--- src/rtl/ram_pkg.sv ---
// Shared widths, state encoding and fill-pattern helper for the RAM write sequencer.
package ram_pkg;

    localparam int ADDR_W    = 5;
    localparam int DATA_W    = 4;
    localparam int RAM_DEPTH = 2 ** ADDR_W;

    localparam int NUM_BTN  = 2;
    localparam int BTN_WR   = 0;
    localparam int BTN_FILL = 1;

    typedef enum logic [1:0] {
        IDLE  = 2'd0,
        WRITE = 2'd1,
        FILL  = 2'd2,
        DONE  = 2'd3
    } seq_state_e;

    // Fill pattern: seed plus the low address bits, wrapping at the word width.
    function automatic logic [DATA_W-1:0] fill_word(input logic [DATA_W-1:0] seed,
                                                    input logic [ADDR_W-1:0] idx);
        return seed + idx[DATA_W-1:0];
    endfunction

endpackage

--- src/rtl/btn_debounce.sv ---
// Button conditioner: 2-flop synchroniser, stability counter, and a one-cycle
// pulse on each accepted rising edge of the clean level.
module btn_debounce #(
    parameter int DEBOUNCE_CYCLES = 250000
) (
    input  logic clk,
    input  logic rst,
    input  logic btn_raw,
    output logic pulse
);

    localparam int CNT_W = $clog2(DEBOUNCE_CYCLES + 1);

    logic             sync1_q, sync1_d;
    logic             sync2_q, sync2_d;
    logic             clean_q, clean_d;
    logic             pulse_q, pulse_d;
    logic [CNT_W-1:0] cnt_q, cnt_d;

    always_comb begin
        sync1_d = btn_raw;
        sync2_d = sync1_q;
        clean_d = clean_q;
        pulse_d = 1'b0;
        cnt_d   = '0;
        // Any sample that agrees with the clean level restarts the count.
        if (sync2_q != clean_q) begin
            if (cnt_q == CNT_W'(DEBOUNCE_CYCLES - 1)) begin
                clean_d = sync2_q;
                pulse_d = sync2_q;
            end else begin
                cnt_d = cnt_q + 1'b1;
            end
        end
    end

    always_ff @(posedge clk) begin
        if (rst) begin
            sync1_q <= 1'b0;
            sync2_q <= 1'b0;
            clean_q <= 1'b0;
            pulse_q <= 1'b0;
            cnt_q   <= '0;
        end else begin
            sync1_q <= sync1_d;
            sync2_q <= sync2_d;
            clean_q <= clean_d;
            pulse_q <= pulse_d;
            cnt_q   <= cnt_d;
        end
    end

    assign pulse = pulse_q;

endmodule

--- src/rtl/ram_wr_seq.sv ---
// RAM write sequencer: debounced single writes (manual or auto-increment address)
// and a one-press 32-word pattern fill, driving the RAM port from registers.
module ram_wr_seq
    import ram_pkg::*;
#(
    parameter int DEBOUNCE_CYCLES = 250000
) (
    input  logic              clk,
    input  logic              rst,
    input  logic [ADDR_W-1:0] sw_addr,
    input  logic [DATA_W-1:0] sw_data,
    input  logic              btn_write,
    input  logic              btn_fill,
    input  logic              mode_auto,
    output logic [ADDR_W-1:0] ram_addr,
    output logic [DATA_W-1:0] ram_din,
    output logic              ram_we,
    output logic              busy,
    output logic              done,
    output logic [ADDR_W-1:0] ptr
);

    logic [NUM_BTN-1:0] btn_raw, btn_p;
    logic               wr_p, fill_p;

    assign btn_raw = {btn_fill, btn_write};

    for (genvar i = 0; i < NUM_BTN; i++) begin : g_db
        btn_debounce #(.DEBOUNCE_CYCLES(DEBOUNCE_CYCLES)) u_db (
            .clk     (clk),
            .rst     (rst),
            .btn_raw (btn_raw[i]),
            .pulse   (btn_p[i])
        );
    end

    assign wr_p   = btn_p[BTN_WR];
    assign fill_p = btn_p[BTN_FILL];

    seq_state_e        state_q, state_d;
    logic [ADDR_W-1:0] idx_q, idx_d;
    logic [DATA_W-1:0] seed_q, seed_d;
    logic [ADDR_W-1:0] ptr_q, ptr_d;
    logic [ADDR_W-1:0] addr_q, addr_d;
    logic [DATA_W-1:0] din_q, din_d;
    logic              we_q, we_d;
    logic              busy_q, busy_d;
    logic              done_q, done_d;

    always_ff @(posedge clk) begin
        if (rst) begin
            state_q <= IDLE;
            idx_q   <= '0;
            seed_q  <= '0;
            ptr_q   <= '0;
            addr_q  <= '0;
            din_q   <= '0;
            we_q    <= 1'b0;
            busy_q  <= 1'b0;
            done_q  <= 1'b0;
        end else begin
            state_q <= state_d;
            idx_q   <= idx_d;
            seed_q  <= seed_d;
            ptr_q   <= ptr_d;
            addr_q  <= addr_d;
            din_q   <= din_d;
            we_q    <= we_d;
            busy_q  <= busy_d;
            done_q  <= done_d;
        end
    end

    // Fill wins over write when both pulses land on the same cycle.
    always_comb begin
        state_d = state_q;
        case (state_q)
            IDLE:    if (fill_p) state_d = FILL;
                     else if (wr_p) state_d = WRITE;
            WRITE:   state_d = IDLE;
            FILL:    if (idx_q == '1) state_d = DONE;
            DONE:    state_d = IDLE;
            default: state_d = IDLE;
        endcase
    end

    // Registered outputs are loaded on the edge that enters each state, so
    // ram_we is high for exactly the cycles spent in WRITE and FILL.
    always_comb begin
        idx_d  = idx_q;
        seed_d = seed_q;
        ptr_d  = ptr_q;
        addr_d = mode_auto ? ptr_q : sw_addr;
        din_d  = sw_data;
        we_d   = 1'b0;
        busy_d = 1'b0;
        done_d = 1'b0;
        case (state_q)
            IDLE: begin
                if (fill_p) begin
                    seed_d = sw_data;
                    idx_d  = '0;
                    addr_d = '0;
                    din_d  = fill_word(sw_data, '0);
                    we_d   = 1'b1;
                    busy_d = 1'b1;
                end else if (wr_p) begin
                    we_d   = 1'b1;
                    busy_d = 1'b1;
                end
            end
            WRITE: begin
                if (mode_auto) ptr_d = ptr_q + 1'b1;
            end
            FILL: begin
                if (idx_q != '1) begin
                    idx_d  = idx_q + 1'b1;
                    addr_d = idx_d;
                    din_d  = fill_word(seed_q, idx_d);
                    we_d   = 1'b1;
                    busy_d = 1'b1;
                end else begin
                    done_d = 1'b1;
                    ptr_d  = '0;
                end
            end
            default: ;
        endcase
    end

    assign ram_addr = addr_q;
    assign ram_din  = din_q;
    assign ram_we   = we_q;
    assign busy     = busy_q;
    assign done     = done_q;
    assign ptr      = ptr_q;

endmodule
--- config.mk ---
export PLATFORM = sky130hd
export DESIGN_NAME = ram_wr_seq
export DESIGN_NICKNAME = d
export VERILOG_FILES = /design/src/rtl/ram_pkg.sv /design/src/rtl/btn_debounce.sv /design/src/rtl/ram_wr_seq.sv
export SDC_FILE = /design/constraint.sdc
export NUM_CORES = 1
export LEC_CHECK = 0
export CORE_MARGIN = 4
export CORE_UTILIZATION = 57
export DETAILED_ROUTE_END_ITERATION = 10
export GPL_TIMING_DRIVEN = 1
export PLACE_DENSITY = 0.78
export REMOVE_ABC_BUFFERS = 1
export SYNTH_ARGS = -nofsm -noshare
export SYNTH_HDL_FRONTEND = slang
export SYNTH_SLANG_ARGS = --single-unit
--- constraint.sdc ---
create_clock -name clk -period 2.68 [get_ports clk]
set_input_delay 0.268 -clock clk [delete_from_list [all_inputs] [get_ports clk]]
set_output_delay 0.268 -clock clk [all_outputs]
set_load 0.05 [all_outputs]
==> impl_metrics.py <==
metrics = {
    "floorplanning": {
        "core-area_um2": 5510,
        "io_pins": 31,
        "row_count": 27,
        "die-height_um": 83.4,
        "dieArea_um2": 6950,
        "die_w_um": 83.4,
        "start_util": 0.588,
    },
    "clock_network": {
        "cts.repair.resized": 0,
        "clock_sinks": 71,
        "ctsHoldBuffers": 0,
        "root_buffer": "clkbuf_8",
        "tritoncts": "yes",
        "cts_made_buffers": 9,
        "htree_levels": 3,
        "clockBufferDepth": 2,
        "clock_insertion_delay_worst_skew_ns": 0.34,
        "clk_pin_slew_ns": 0.07,
        "postCtsSetupBuffers": 0,
    },
    "sta": {
        "fin_crit_sh": 0.804,
        "worst_slew_pin_slew_ns": 0.648,
        "slew-limit-headroom": 0.568,
        "whs_ns": 0.440,
        "rsz0062_at_grt": "false",
        "skew_ns": 0.00800,
        "fmax_ghz": 0.464,
        "setup_tns_ns": 0,
        "min_period_ns": 2.15,
        "hold_violations": 0,
        "setup_violations": 0,
        "slew_viol_final": 0,
    },
    "critical_path": {
        "crit_type": "reg2reg",
        "cp-start-kind": "flop",
        "end_kind": "flop",
        "critPathTopFamily": "simple AND/OR/NAND/NOR gates",
        "worstPathRequired_ns": 2.97,
        "path_cells": "ha_1, and3_1, ha_1, nor3b_2, nand2_1, or3_1, nand3_1",
        "cp.arrival_ns": 2.44,
        "crit_slowest_cell": "nor3b_2",
        "crit_buf_inv": 0,
        "slowest_delay_ns": 0.46,
        "cpMostUsedCell": "ha_1",
        "path_max_fanout": 8,
    },
    "final_layout": {
        "syn2layout_area_growth_pct": 16.8,
        "num-fill-cells": 429,
        "final_cell_mix": "dfxtp_1 (71), nor2_1 (33), clkdlybuf4s50_1 (30)",
        "final_common_cell": "dfxtp_1",
        "nets": 403,
        "layout-drive-gt1-share": 0.101,
        "antenna_cells": 0,
        "fin_util": 0.687,
    },
    "logic_synthesis": {
        "synth_cells": 352,
        "synth_warnings": 0,
        "ys_seq_elements": 71,
        "netlist_area_um2": 3240,
        "synthArstFlopShare": 0,
        "syn_area_per_cell_um2": 9.20,
        "synth_edf_count": 0,
        "synth_flop_cell": "dfxtp_1",
        "ys_seq_area_frac": 0.439,
        "synth_cell_type_count": 50,
    },
    "power": {
        "intPower_uw": 1680,
        "seq_power_share": 0.505,
        "switching_share": 0.206,
        "total_power_uw": 2120,
        "switching_power_uw": 435,
        "peakVddDrop_v": 0.000335,
        "clkPwrFrac": 0.451,
        "p_comb_frac": 0.044,
        "leakage_uw": 0.00131,
        "p_per_area_nw_per_um2": 559,
    },
    "grt": {
        "grt_antenna_before_repair": 0,
        "grt_max_degree": 20,
        "grt-ovfl-total": 0,
        "grt_pass1_wl_um": 11000,
        "grt_pass1_vias": 2470,
        "grt_util_all_layers": 0.190,
    },
    "hold_path": {
        "hold_class": "reg2reg",
    },
    "detailed_routing": {
        "drtIter0Drc": 75,
        "viasPerCell": 5.69,
        "vias": 2599,
        "wl_per_cell_um": 13.8,
        "routed_wl_um": 6300,
        "ant_nets": 0,
        "firstDrtPassIters": 4,
        "drc": 0,
    },
    "place": {
        "dp_hpwl_um": 4430,
        "io_buffers": 30,
        "gp_congestion": 0.838,
    },
    "outcome": {
        "status": "finished clean",
    },
    "run": {
        "cap_violations": 0,
    },
}
==> power by group through the flow <==
| stage | sequential [µW] | clock, µW | combinational (µW) |
|---|---|---|---|
| global placement | 1090 | 0 | 92.5 |
| finish | 1070 | 954 | 93.0 |
| global route | 1070 | 1020 | 99.1 |
| floorplan | 1110 | 0 | 23.1 |
| CTS | 1070 | 972 | 93.9 |
| detailed placement | 1090 | 0 | 93.1 |
==> state kept, by name (all words and copies together), names as in the netlist <==
name               count
ptr                    5
busy                   1
g_db.u_db.cnt_q       36
done                   1
g_db.u_db.sync1_q      2
g_db.u_db.clean_q      2
ram_din                4
seed_q                 4
idx_q                  5
state_q                2
g_db.u_db.pulse        2
g_db.u_db.sync2_q      2
ram_addr               5
==> per-layer routing <==
metal | track usage | part of all wire | vias up
met1 | 0.220 | 0.45 | 1230
li1 | - | - | 1300
met5 | 0 | 0 | -
met3 | 0.0595 | 0.044 | 17
met2 | 0.330 | 0.49 | 52
met4 | 0.0669 | 0.016 | 0
==> through the flow <==
step                instance area, µm²  std cells  worst slack, ns
global route                      3780        457            0.391
floorplan                         3150        337            0.758
finish                            3780        457            0.526
CTS                               3780        457            0.547
global placement                  3560        441            0.619
detailed placement                3560        441            0.561
==> cell usage after synthesis, types with 8 or more instances <==
cell,instances,share of area
or3_1,8,0.015
ha_1,8,0.031
nor3_1,11,0.017
xor2_1,16,0.043
o21ai_0,8,0.012
nor2_1,33,0.038
dfxtp_1,71,0.44
xnor2_1,15,0.041
a21oi_1,25,0.039
clkbuf_1,8,0.0093
nor2_2,10,0.019
nand3_1,20,0.031
nand4_1,9,0.017
nand2_1,22,0.026
==> layout make-up <==
type / instances / area (µm²) / area share
clock buffers: 13 / 159 / 0.0420
clock inverters: 3 / 65.1 / 0.0172
inverters: 7 / 26.3 / 0.00695
multi-input cells: 259 / 1700 / 0.451
flip-flops and latches: 71 / 1420 / 0.376
well taps: 72 / 90.1 / 0.0238
repair buffers: 32 / 315 / 0.0834
==> worst paths after layout <==
kind                                            start                    end  slack (ns)  depth (start not counted)
worst max-delay path                         idx_q[0]             ram_din[3]        0.53                          7
worst min-delay path            g_db[0].u_db.cnt_q[0]  g_db[0].u_db.cnt_q[0]        0.44                          1
worst max register to register               idx_q[0]             ram_din[3]        0.53                          7
worst min register to register  g_db[0].u_db.cnt_q[0]  g_db[0].u_db.cnt_q[0]        0.44                          1
==> logic make-up after synthesis <==
kind of cell	share of synthesized area
buffers and inverters	0.0348
flip-flops	0.439
adder cells (fa/ha/maj)	0.0371
AND/OR/NAND/NOR	0.275
multiplexers	0.0321
AO/OA/AOI/OAI	0.0916
XOR/XNOR	0.0908
Note: power is estimated with default switching activity, not from simulation.
